<file path="config.mk">
export PLATFORM = sky130hd
export DESIGN_NAME = inst_queue
export DESIGN_NICKNAME = d
export VERILOG_FILES = /design/src/rtl/inst_queue.sv
export SDC_FILE = /design/constraint.sdc
export NUM_CORES = 1
export LEC_CHECK = 0
export BUFFER_PORTS_ARGS = -buffer_cell sky130_fd_sc_hd__buf_2
export CAP_MARGIN = 20
export CELL_PAD_IN_SITES_DETAIL_PLACEMENT = 0
export CELL_PAD_IN_SITES_GLOBAL_PLACEMENT = 1
export CORE_MARGIN = 3
export CORE_UTILIZATION = 45
export CTS_CLUSTER_SIZE = 16
export DETAILED_ROUTE_END_ITERATION = 10
export GPL_TIMING_DRIVEN = 0
export PLACE_DENSITY = 0.87
export SLEW_MARGIN = 10
export SYNTH_ARGS = -nofsm -noshare
export SYNTH_HDL_FRONTEND = slang
export SYNTH_SLANG_ARGS = --single-unit
</file>
<file path="constraint.sdc">
create_clock -name clk -period 2.8 [get_ports clk]
set_clock_uncertainty 0.2 [all_clocks]
set_input_delay 0.14 -clock clk [delete_from_list [all_inputs] [get_ports clk]]
set_output_delay 0.14 -clock clk [all_outputs]
set_load 0.01 [all_outputs]
</file>
<file path="src/rtl/inst_queue.sv">
// ---------------------------------------------------------------------------
// inst_queue -- instruction queue sitting between fetch and decode.
//
// A DEPTH-entry circular buffer of {pc, instr} pairs. Flush either empties
// the queue or, with keep_ds_i, keeps only the oldest entry (the branch
// delay slot). Head outputs read as zero (a NOP at PC 0) whenever the head
// is not valid.
//
// Optional feature macro: INST_QUEUE_BYPASS_EN
//   When defined, a push into an empty queue is forwarded combinationally
//   to the head outputs. If decode takes it in the same cycle it is never
//   written. Without the macro, pop_valid_o is derived only from registered
//   state, so there is a minimum latency of one cycle.
// ---------------------------------------------------------------------------
module inst_queue #(
   parameter int DEPTH = 4
) (
   input  logic                       clk,
   input  logic                       rst,
   input  logic                       flush_i,
   input  logic                       keep_ds_i,
   input  logic                       push_valid_i,
   input  logic [31:0]                push_pc_i,
   input  logic [31:0]                push_instr_i,
   output logic                       push_ready_o,
   input  logic                       pop_ready_i,
   output logic                       pop_valid_o,
   output logic [31:0]                pop_pc_o,
   output logic [31:0]                pop_instr_o,
   output logic [$clog2(DEPTH):0]     count_o
);

   localparam int PW = (DEPTH > 1) ? $clog2(DEPTH) : 1;
   localparam int CW = $clog2(DEPTH) + 1;

   typedef enum logic [1:0] {
      EMPTY,
      PARTIAL,
      FULL
   } state_t;

   logic [31:0]   pc_mem    [DEPTH];
   logic [31:0]   instr_mem [DEPTH];

   logic [PW-1:0] rd_ptr, wr_ptr;
   logic [PW-1:0] rd_ptr_nxt, wr_ptr_nxt;
   logic [CW-1:0] count, count_nxt;
   state_t        state;
   logic          bypass;
   logic          wr_en;
   logic          do_push;
   logic          do_pop;

   assign count_o = count;

   // Occupancy state, derived from the count register.
   always_comb begin
      if (count == '0)
         state = EMPTY;
      else if (count == CW'(DEPTH))
         state = FULL;
      else
         state = PARTIAL;
   end

   // Ready ignores pop_ready_i: a full queue refuses a push even while popping.
   assign push_ready_o = (state != FULL);

`ifdef INST_QUEUE_BYPASS_EN
   assign bypass = (state == EMPTY) && push_valid_i && !flush_i;
`else
   assign bypass = 1'b0;
`endif

   // Head outputs: forwarded push, stored head, or zeros when nothing is valid.
   always_comb begin
      // NOTE: every output gets a default first, so no path leaves one
      // unassigned and no latch is inferred.
      pop_valid_o = (state != EMPTY) || bypass;
      pop_pc_o    = 32'h0;
      pop_instr_o = 32'h0;
      if (bypass) begin
         pop_pc_o    = push_pc_i;
         pop_instr_o = push_instr_i;
      end else if (state != EMPTY) begin
         pop_pc_o    = pc_mem[rd_ptr];
         pop_instr_o = instr_mem[rd_ptr];
      end
   end

   // Next pointers and count. Flush takes priority over push and pop.
   always_comb begin
      rd_ptr_nxt = rd_ptr;
      wr_ptr_nxt = wr_ptr;
      count_nxt  = count;
      wr_en      = 1'b0;
      do_push    = 1'b0;
      do_pop     = 1'b0;
      if (flush_i) begin
         if (!keep_ds_i) begin
            rd_ptr_nxt = '0;
            wr_ptr_nxt = '0;
            count_nxt  = '0;
         end else if (state != EMPTY) begin
            // Keep the head only. A same-cycle pop does not count, so the
            // retained head is presented again.
            wr_ptr_nxt = rd_ptr + PW'(1);
            count_nxt  = CW'(1);
         end else if (push_valid_i) begin
            // Empty queue: the incoming push becomes the retained delay slot.
            wr_en      = 1'b1;
            wr_ptr_nxt = wr_ptr + PW'(1);
            count_nxt  = CW'(1);
         end
      end else begin
         // A bypassed push that decode takes at once is never stored.
         do_push = push_valid_i && push_ready_o && !(bypass && pop_ready_i);
         do_pop  = (state != EMPTY) && pop_ready_i;
         wr_en   = do_push;
         if (do_push)
            wr_ptr_nxt = wr_ptr + PW'(1);
         if (do_pop)
            rd_ptr_nxt = rd_ptr + PW'(1);
         count_nxt = count + CW'(do_push) - CW'(do_pop);
      end
   end

   // Pointer and count registers, cleared asynchronously by reset.
   always_ff @(posedge clk or posedge rst) begin
      // NOTE: sequential state uses non-blocking assignments, so every
      // register updates from values sampled before the edge.
      if (rst) begin
         rd_ptr <= '0;
         wr_ptr <= '0;
         count  <= '0;
      end else begin
         rd_ptr <= rd_ptr_nxt;
         wr_ptr <= wr_ptr_nxt;
         count  <= count_nxt;
      end
   end

   // Storage write port.
   always_ff @(posedge clk) begin
      // NOTE: storage has no reset. count gates every read, so stale data
      // is never visible, and leaving it unreset keeps it a plain RAM.
      if (wr_en) begin
         pc_mem[wr_ptr]    <= push_pc_i;
         instr_mem[wr_ptr] <= push_instr_i;
      end
   end

endmodule

</file>
## After elaboration in Yosys (flattened, before gate mapping)

Memory sizes are Yosys's and may differ from the RTL's.
Cells that the tools add are included.

- Input bits: 70
- Memories: 2
- Register bits after elaboration: 7
- RAM bits: 256

- Reduce and logical (&&, ||, !) cells: 8
- $add $sub $neg: 4
- Muxes and demuxes: 22
- Equal/unequal tests: 4

Memories:

| memory | words | width | rd ports | clocked after memory_dff | wr ports | line | RTL |
|---|---|---|---|---|---|---|---|
| instr_mem | 4 | 32 | 1 | 0 | 1 | 43 | `logic [31:0] instr_mem [DEPTH];` |
| pc_mem | 4 | 32 | 1 | 0 | 1 | 42 | `logic [31:0] pc_mem [DEPTH];` |

Operators by type and width:

| kind | number |
|---|---|
| $mux 32 | 2 |
| $mux 2 | 10 |
| $mux 3 | 4 |
| $mux 1 | 6 |
| $reduce_bool 2->1 | 3 |
| $add 2x1->2 const B | 2 |
| $ne 2x2->1 const B | 2 |
| $ne 4x2->1 const B | 1 |
| $reduce_and 2->1 | 2 |
| $add 3x1->3 | 1 |
| $eq 3x3->1 const B | 1 |
| $logic_not 3->1 | 1 |
| $sub 3x1->3 | 1 |
| $logic_and 1x1->1 | 2 |

## Depth between registers and ports, before layout

Gate-level depths: netlist (run 1).

- Depth after elaboration: 9
- Depth in mapped cells: 12
- Gate-level depth less buffers: 12

## Worst setup path after synthesis (run 1)

Ideal clock, no wire load.

- Kind: register -> register
- From: register count[1], in the netlist count_o[1]
- To: memory instr_mem[0][0], enable pin
- Setup slack: -0.343 ns
- Path buffers: 0
- Library setup time: 0.429 ns
- Stages on the path, launching flop included: 5
- Arrival: 2.514 ns
- Path through: dfrtp_1 or3b_2 nand2_1 a21oi_1 and2_1

- Elaborated cells between the ends (all ways): 12
- Those cells by class: 2 x eq/ne; 7 x mux; 3 x reduce/logical

RTL lines:

| element | line | RTL |
|---|---|---|
| start, declared | 47 | `logic [CW-1:0] count, count_nxt;` |
| start signal, assigned | 139 | `count <= count_nxt;` |
| $eq 3x3->1 | 60 | `else if (count == CW'(DEPTH))` |
| $mux 2 | 60 |  |
| $mux 2 (*) | 58 | `if (count == '0)` |
| $ne 2x2->1 (*) | 67 | `assign push_ready_o = (state != FULL);` |
| net push_ready_o | 25 | `output logic push_ready_o,` |
| $logic_and 1x1->1 (*) | 117 | `do_push = push_valid_i && push_ready_o && !(bypass && pop_ready_i);` |
| $mux 1 (*) | 99 | `if (flush_i) begin` |
| $mux 1 (*) | 147 | `if (wr_en) begin` |
| $mux 1 (implied by the code) (*) | 149 | `instr_mem[wr_ptr] <= push_instr_i;` |
| end, declared | 43 |  |

The timed path passes the listed nets; every way through them passes the cells marked *.

## Final worst setup path (run 1)

- From: register count[0], in the netlist count_o[0]
- To: register count[2], in the netlist count_o[2]

- Longest elaborated chain between the ends: 8
- Elaborated cells between the ends (all ways): 14
- Those cells by class: 2 x add/sub; 3 x eq/ne; 5 x mux; 4 x reduce/logical

Ends and longest elaborated chain:

| element | line | RTL |
|---|---|---|
| $eq 3x3->1 | 60 |  |
| $mux 2 | 60 |  |
| $mux 2 | 58 |  |
| $ne 2x2->1 | 67 |  |
| $logic_and 1x1->1 | 117 |  |
| $add 3x1->3 | 124 | `count_nxt = count + CW'(do_push) - CW'(do_pop);` |
| $sub 3x1->3 | 124 |  |
| $mux 3 | 99 |  |

Parallel ways exist; a longest one is shown, timed or not.
A chain may end at the register's enable or synchronous reset.

==> flow_metrics.tcl, run 1 <==
set metrics [dict create \
    setup_tns_ns 0 \
    layout_common_cells "edfxtp_1 (256), buf_2 (143), dlygate4sd3_1 (73)" \
    power_density_nw_per_um2 921 \
    synth-seq-cells 263 \
    crit_family "adder cells" \
    dp_hpwl_mm 12.1 \
    p_total_mw 11.9 \
    wl_mm 20.0 \
    grt_first_pass_wirelength_mm 31.6 \
    dieArea_um2 24600 \
    gp_congestion 0.750 \
    die_h_um 157 \
    cts_buffers 26 \
    arrival_ns 2.83 \
    antenna_left 0 \
    cp_slowest_cell "or3b_2" \
    critical_path_class "reg -> reg" \
    overflow 0 \
    initial_core_util_pct 46.3 \
    min_path_cells 2 \
    rows 54 \
    grtUsageMet1_pct 21.8 \
    syn2layout_area_growth_pct 26.6 \
    rsz0062_at_grt "false" \
    ir_worst_vdd_mv 0.624 \
    ys_seq_area_share_pct 76.9 \
    fmax_mhz 377 \
    worst_pin_slew_ns 0.651 \
    cp-end-kind "register" \
    clk_pin_slew_ns 0.06 \
    drtIter0Drc 274 \
    layout_commonest_cell "edfxtp_1" \
    grt_pass1_vias 5891 \
    busiest_layer "met2" \
    ctsHtreeMaxLevel 1 \
    timing.final.crit_share_pct 94.7 \
    yosysWarningCount 0 \
    nets 792 \
    cts-root-buf "clkbuf_16" \
    crit_chain "or3b_2, nand2_2, ha_1, inv_1, ha_1, inv_1, fa_1, xor2_1, xnor2_1, nor2_1" \
    grt.total_usage_pct 16.5 \
    setup_viol 0 \
    min_period_ns 2.65 \
    vias 5374 \
    synth.avg_cell_area_um2 21.8 \
    final_hold_viol_count 0 \
    synth_cells 469 \
    clk-insertion-delay-late_ns 0.52 \
    layout-drive-gt1-share_pct 37.2 \
    power_leakage_nw 4.54 \
    synth_top_area_cell "edfxtp_1" \
    vias_per_cell 5.31 \
    relSlewSlack_pct 56.6 \
    synthTopCellsByArea "edfxtp_1 (75%), mux4_2 (14%), and2_1 (4.2%)" \
    grt_max_degree 54 \
    n_fill_cell 1609 \
    fp.coreArea_um2 22100 \
    cts.sinks 263 \
    synth_cell_types 30 \
    crit_path_max_fanout 7 \
    syn_nets 546 \
    finalMaxSlewViolations 0 \
    cp_num_buf_inv 2 \
    syn-cell-area_um2 10200 \
    drc 0 \
    die_x_um 157 \
    io_buffer_count 138 \
    antenna_found_initial 0 \
    synth_top_area_share_pct 75.2 \
    use_met3_pct 2.43 \
    pin_count 139 \
    firstDrtPassIters 5 \
    r2r_cells 10 \
    hold_class "in -> reg" \
    cap_violations 0 \
    crit_path_start_kind "register" \
    wl_per_cell_um 19.7 \
    tritoncts "built" \
    cp.depth 10 \
    cts.path.max_buffers 3 \
    cpPeakStageDelay_ns 0.51 \
    timing.hold.ws_ns 0.163 \
    met2_usage_pct 28.0 \
    status "complete, no violations" \
    crit_required_ns 2.98 \
]
==> stage by stage <==
stage	cells	util [%]	cell area, um2	setup slack [ns]
2_1_floorplan	469	-	10200	0.196
3_3_place_gp	887	51.0	11300	-0.249
3_5_place_dp	891	51.5	11400	-0.0177
4_1_cts	1008	58.4	12900	0.0297
5_1_grt	1011	58.6	12900	0.0138
6_report	1012	58.6	12900	0.147
==> final timing paths <==
check	start	to	slack (ns)
max in group asynchronous	rst	count_o[0]	1.68
worst max register to register	count_o[0]	count_o[2]	0.15
min in group asynchronous	rst	rd_ptr[0]	0.46
worst max-delay path	count_o[0]	count_o[2]	0.15
worst min register to register	wr_ptr[0]	wr_ptr[0]	0.39
worst min-delay path	push_instr_i[13]	instr_mem[2][13]	0.16
==> area by class of cell <==
type                            count  area, um2  share of cell area (%)
Timing Repair Buffer              218       1550                    11.9
Clock buffer                       33        677                    5.23
Multi-Input combinational cell    175       2210                    17.1
Antenna cell                        1       2.50                  0.0193
Sequential cell                   263       7870                    60.8
Buffer                             23        148                    1.14
Inverter                            8       32.5                   0.251
Clock inverter                     11        113                   0.870
Tap cell                          280        350                    2.71
==> power by group <==
group,leakage [nW],internal (mW),switching (mW)
logic,1.74,1.72,1.90
registers,2.41,4.92,0.151
clock network,0.388,1.88,1.33
total,4.54,8.53,3.39
==> Yosys cell counts, drive strengths merged <==
cell,count
edfxtp,256
and2,69
mux4,64
buf,16
inv,8
clkbuf,7
dfrtp,7
nand2,7
ha,6
o21ai,4
a21oi,3
nor2,3
nor3,3
o31ai,3
o211ai,2
or4b,2
xnor2,2
a211oi,1
a21boi,1
a31oi,1
fa,1
or2,1
or3b,1
xor2,1
==> cell families after synthesis <==
kind of cell | synth area share (%)
multiplexers | 14.1
flip-flops | 76.9
XOR/XNOR | 0.257
AO/OA/AOI/OAI | 0.967
buffers and inverters | 1.71
adder cells (fa/ha/maj) | 0.930
AND/OR/NAND/NOR | 5.16
==> timing repair <==
action                                  4_1_cts  5_1_grt
hold buffers                                 73        0
endpoints found under the setup margin       21        1
endpoints found under the hold margin       270        0
pin swaps                                     0        1
setup buffers                                 0        3
resized for setup                             3        6
==> routing by layer <==
metal | part of all wire (%) | wire length (um)
met1 | 41 | 8220
met2 | 50 | 9970
met3 | 5.7 | 1140
met4 | 3.2 | 638
met5 | 0 | 0
==> worst register-to-register path, cell delays in order, from the launching register on <==
cell and delay, ns:
dfrtp_2 0.47, or3b_2 0.51, nand2_2 0.11, ha_1 0.23
inv_1 0.06, ha_1 0.14, inv_1 0.05, fa_1 0.40
xor2_1 0.18, xnor2_1 0.14, nor2_1 0.05
==> sequential cells by signal (all words and copies together), names as in the netlist <==
name,count
pc_mem,128
instr_mem,128
rd_ptr,2
count_o,3
wr_ptr,2
No activity file was read; power rests on OpenSTA's default activity.
==> inputs of run 2 (changes only) <==
--- a/config.mk
+++ b/config.mk
@@ -14,7 +14,7 @@
 export CTS_CLUSTER_SIZE = 16
 export DETAILED_ROUTE_END_ITERATION = 10
 export GPL_TIMING_DRIVEN = 0
-export PLACE_DENSITY = 0.87
+export PLACE_DENSITY_LB_ADDON = 0.2
 export SLEW_MARGIN = 10
 export SYNTH_ARGS = -nofsm -noshare
 export SYNTH_HDL_FRONTEND = slang
==> run 2 against run 1 <==
  * Sequential share of layout area hardly changed
  * Count of clock-buffer cells in the layout is 4 lower
  * Highest routed layer is now met5
  * First-iteration DRC count is 23% lower
  * Fmax is 0.65% higher
  * Utilization hardly changed
  * Sequential power hardly changed
  * Clock power hardly changed
  * Largest power group unchanged
  * Via count is 3.1% lower
  * Global-route usage is 0.15 points lower
  * Flip-flop and latch count stayed put
  * Register-to-register slack better by 0.02 ns
  * Hold slack better by 0.0076 ns
==> flow_metrics.tcl, run 2 (synthesis results as in run 1) <==
set metrics [dict create \
    status "complete, no violations" \
    crit_path_start_kind "register" \
    power_leakage_nw 4.57 \
    io_buffer_count 138 \
    grt_first_pass_wirelength_mm 31.0 \
    power_density_nw_per_um2 919 \
    p_sw_share_pct 28.6 \
    crit_family "adder cells" \
    timing.hold.ws_ns 0.170 \
    hold_class "in -> reg" \
    crit_path_max_fanout 7 \
    grt_pass1_vias 5695 \
    cp-end-kind "register" \
    min_period_ns 2.64 \
    cts_buffers 27 \
    crit_required_ns 2.99 \
    vias_per_cell 5.13 \
    dp_hpwl_mm 12.1 \
    fmax_mhz 379 \
    finalMaxSlewViolations 0 \
    wl_mm 19.8 \
    layout_commonest_cell "edfxtp_1" \
    r2r_setup_slack_ns 0.16 \
    gp_congestion 0.733 \
    cts.sinks 263 \
    initial_core_util_pct 46.3 \
    antenna_found_initial 1 \
    vias 5206 \
    critical_path_class "reg -> reg" \
    ir_worst_vdd_mv 0.512 \
    setup_tns_ns 0 \
    n_antenna_cell 0 \
    power_switching_mw 3.40 \
    crit_chain "or3b_2, nand2_1, ha_1, inv_1, ha_1, inv_1, fa_1, xor2_1, xnor2_1, nor2_1" \
    grt.total_usage_pct 16.3 \
    drc 0 \
    relSlewSlack_pct 54.4 \
    nets 796 \
    clk-insertion-delay-late_ns 0.51 \
    power.clock.fraction_pct 27.0 \
    cpPeakStageDelay_ns 0.48 \
    worst_pin_slew_ns 0.684 \
    antenna_left 0 \
    p_seq_share_pct 42.6 \
    layout_common_cells "edfxtp_1 (256), buf_2 (143), dlygate4sd3_1 (73)" \
    pin_count 139 \
    grt_max_degree 39 \
    cp_num_buf_inv 2 \
    p_total_mw 11.9 \
    die_x_um 157 \
    clk_pin_slew_ns 0.06 \
    cts-root-buf "clkbuf_16" \
    fin_cells 1014 \
    arrival_ns 2.83 \
    rows 54 \
    placed_cells 891 \
    internal-power_mw 8.50 \
    dieArea_um2 24600 \
    cp_slowest_cell "or3b_2" \
    syn2layout_area_growth_pct 26.7 \
    comb_power_share_pct 30.4 \
    wl_per_cell_um 19.5 \
    fp.coreArea_um2 22100 \
    ctsHtreeMaxLevel 1 \
    die_h_um 157 \
    overflow 0 \
    rsz0062_at_grt "false" \
    cts.path.max_buffers 3 \
    tritoncts "built" \
    drtIter0Drc 212 \
    timing.final.crit_share_pct 94.1 \
    setup_viol 0 \
    final_hold_viol_count 0 \
    cap_violations 0 \
    firstDrtPassIters 5 \
    layout-drive-gt1-share_pct 38.1 \
]
run 2: power by group through the flow:
stage / logic (mW) / registers (mW) / clock network, mW
after floorplan: 2.23 / 5.12 / 0
after global placement: 3.47 / 5.15 / 0
after detailed placement: 3.57 / 5.16 / 0
after CTS: 3.68 / 5.07 / 3.29
after global routing: 4.00 / 5.12 / 3.46
final: 3.62 / 5.07 / 3.21
run 2: worst paths after layout:
check / depth (start not counted) / end / from
setup / recovery: 10 / count_o[2] / count_o[1]
hold / removal: 2 / pc_mem[1][6] / push_pc_i[6]
setup reg to reg: 10 / count_o[2] / count_o[1]
hold reg to reg: 1 / wr_ptr[0] / wr_ptr[0]
max in group asynchronous: 4 / count_o[0] / rst
min in group asynchronous: 4 / count_o[1] / rst
run 2: area by class of cell:
cell class,count,area [um2]
Tap cell,280,350
Multi-Input combinational cell,175,2210
Fill cell,1680,9140
Inverter,8,30.0
Clock buffer,29,683
Sequential cell,263,7870
Buffer,23,148
Timing Repair Buffer,221,1570
Clock inverter,15,101
run 2: per-layer routing:
metal	GRT usage (%)	vias to the layer above	wire length [um]
met3	3.43	32	947
li1	-	2391	-
met2	27.8	103	10100
met1	21.6	2678	8360
met5	0	-	13
met4	4.34	2	395
run 2: per-stage QoR:
stage | util [%] | worst slack, ns | cell area (um2)
finish | 58.6 | 0.165 | 13000
global route | 58.6 | 0.00572 | 13000
detailed placement | 51.5 | 0.0513 | 11400
CTS | 58.4 | 0.0397 | 12900
global placement | 51.0 | -0.422 | 11300
floorplan | - | 0.196 | 10200
run 2: what timing repair did:
action	CTS	global route
pin swaps	0	1
resized for setup	2	5
hold buffers	73	0
setup buffers	0	6
setup endpoints to repair	16	3
endpoints found under the hold margin	270	0
==> inputs of run 3 (changes only) <==
--- a/config.mk
+++ b/config.mk
@@ -9,12 +9,14 @@
 export CAP_MARGIN = 20
 export CELL_PAD_IN_SITES_DETAIL_PLACEMENT = 0
 export CELL_PAD_IN_SITES_GLOBAL_PLACEMENT = 1
+export CORE_ASPECT_RATIO = 1.5
 export CORE_MARGIN = 3
 export CORE_UTILIZATION = 45
 export CTS_CLUSTER_SIZE = 16
 export DETAILED_ROUTE_END_ITERATION = 10
 export GPL_TIMING_DRIVEN = 0
 export PLACE_DENSITY_LB_ADDON = 0.2
+export SETUP_SLACK_MARGIN = 0.4
 export SLEW_MARGIN = 10
 export SYNTH_ARGS = -nofsm -noshare
 export SYNTH_HDL_FRONTEND = slang
==> run 3 against run 2 <==
  * Die area increased by 0.15%
  * Combinational power grew 9.9%
  * Global-route usage rose by 0.94 points
  * Critical path depth decreased by 5
  * Final area up 1.6%
  * First-iteration DRC count is 20% higher
  * Sequential power is essentially flat
  * Register-to-register slack improved by 0.23 ns
  * Cell count about the same
  * Routed wire length up 5.0%
  * Non-clock buffer count is 9 higher
  * Critical endpoint is now pop_instr_o[0]
==> flow_metrics.tcl, run 3 (synthesis results as in run 1) <==
set metrics [dict create \
    hold_class "in -> reg" \
    critPathLaunch "rd_ptr[0]" \
    crit_path_start_kind "register" \
    wl_per_cell_um 20.5 \
    dpl_worst_slack_ns 0.181 \
    grt.total_usage_pct 17.3 \
    worst_pin_slew_ns 0.471 \
    grt_pass1_vias 5878 \
    cp-end-kind "primary output" \
    dieArea_um2 24600 \
    layout_common_cells "edfxtp_1 (256), buf_2 (142), dlygate4sd3_1 (72)" \
    rows 66 \
    overflow 0 \
    min_period_ns 2.42 \
    relSlewSlack_pct 68.6 \
    vias_per_cell 5.25 \
    die_x_um 129 \
    power_density_nw_per_um2 930 \
    dp_hpwl_mm 12.7 \
    io_buffer_count 138 \
    cts_buffers 24 \
    fmax_mhz 414 \
    setup_tns_ns 0 \
    cts-root-buf "clkbuf_16" \
    p_seq_share_pct 41.4 \
    grt_first_pass_wirelength_mm 32.2 \
    firstDrtPassIters 6 \
    tritoncts "built" \
    layout_setup_ws_ns 0.383 \
    internal-power_mw 8.79 \
    n_fill_cell 1629 \
    register_area_um2 7870 \
    finalMaxSlewViolations 0 \
    r2r_cells 10 \
    cap_violations 0 \
    final_hold_viol_count 0 \
    multi_input_area_um2 2260 \
    drc 0 \
    p_sw_share_pct 28.2 \
    layout-drive-gt1-share_pct 39.6 \
    antenna_left 0 \
    fp.coreArea_um2 22000 \
    cts.sinks 263 \
    nets 806 \
    grt_max_degree 40 \
    wl_mm 20.8 \
    layout_commonest_cell "edfxtp_1" \
    p_total_mw 12.2 \
    timing.final.crit_share_pct 86.3 \
    ir_worst_vdd_mv 0.574 \
    power_switching_mw 3.45 \
    min_path_cells 2 \
    arrival_ns 2.08 \
    status "complete, no violations" \
    clk-insertion-delay-late_ns 0.51 \
    min_to "pc_mem[2][4]" \
    drtIter0Drc 255 \
    cts.path.max_buffers 3 \
    initial_core_util_pct 46.4 \
    critical_path_class "reg -> out" \
    die_h_um 191 \
    comb_power_share_pct 32.5 \
    r2r_setup_slack_ns 0.39 \
    r2r-end "count_o[2]" \
    min_from "push_pc_i[4]" \
    vias 5327 \
    setup_viol 0 \
    gp_congestion 0.794 \
    ctsHtreeMaxLevel 1 \
    rsz0062_at_grt "true" \
    power.clock.fraction_pct 26.0 \
    clk_pin_slew_ns 0.06 \
    crit_required_ns 2.46 \
    antenna_found_initial 0 \
    timing.rr.start "count_o[0]" \
    crit_path_max_fanout 10 \
    pin_count 139 \
    power_leakage_nw 4.65 \
    syn2layout_area_growth_pct 28.7 \
]
-- run 3: cell count changes in the layout (fill, tap and decap cells not counted), moves of 2 or more --
cell	previous run	this run
clkinv_1	2	4
clkbuf_4	0	2
buf_1	3	0
buf_6	6	1
and2_2	0	2
and2_4	4	6
nand2_1	7	5
clkinv_2	11	2
buf_12	1	11
bufinv_16	1	3
buf_4	8	17
-- run 3: worst max path at each step --
stage | depth (start not counted) | endpoint
after floorplan | 10 | count_o[2]
after global placement | 4 | pc_mem[1][4]
after detailed placement | 12 | count_o[2]
after CTS | 5 | pop_instr_o[24]
after global routing | 12 | count_o[2]
final | 5 | pop_instr_o[0]
-- run 3: stage by stage --
stage | util [%] | instance area [um2] | hold WS, ns | cells
after global routing | 59.7 | 13200 | 0.167 | 1014
after CTS | 59.4 | 13100 | 0.152 | 1010
after global placement | 51.1 | 11300 | -0.108 | 879
after floorplan | - | 10200 | -0.257 | 469
after detailed placement | 51.6 | 11400 | -0.109 | 883
final | 59.7 | 13200 | 0.171 | 1015
-- run 3: cell type report --
cell class	count	area share [%]
Timing Repair Buffer	230	12.6
Antenna cell	1	0.0190
Multi-Input combinational cell	179	17.1
Clock buffer	30	4.90
Tap cell	272	2.59
Inverter	8	0.228
Buffer	23	1.90
Clock inverter	9	0.875
Sequential cell	263	59.8
-- run 3: per-layer routing --
layer,GRT usage (%),vias up,share of wire [%]
met1,20.7,2748,39
met3,2.89,26,4.4
met2,32.1,126,55
li1,-,2427,-
met5,0,-,0
met4,4.41,0,1.7
-- run 3: critical path: stages, from the launching register on --
cell and delay [ns]:
dfrtp_1 0.38, buf_12 0.19, buf_12 0.17, mux4_2 0.49, and2_1 0.19, buf_2 0.15
-- run 3: repair_timing --
action | 4_1_cts | 5_1_grt
hold buffers | 72 | 0
cloned | 4 | 1
pin swaps | 8 | 2
gates resized for setup | 34 | 7
setup buffers | 12 | 3
endpoints found under the hold margin | 270 | 0
endpoints found under the setup margin | 209 | 168
-- run 3: power groups by stage --
| stage | clock network (mW) | logic (mW) | registers, mW |
|---|---|---|---|
| 2_1_floorplan | 0 | 2.24 | 5.12 |
| 3_3_place_gp | 0 | 3.49 | 5.15 |
| 3_5_place_dp | 0 | 3.60 | 5.16 |
| 4_1_cts | 3.27 | 4.03 | 5.07 |
| 5_1_grt | 3.42 | 4.33 | 5.11 |
| 6_report | 3.19 | 3.98 | 5.07 |
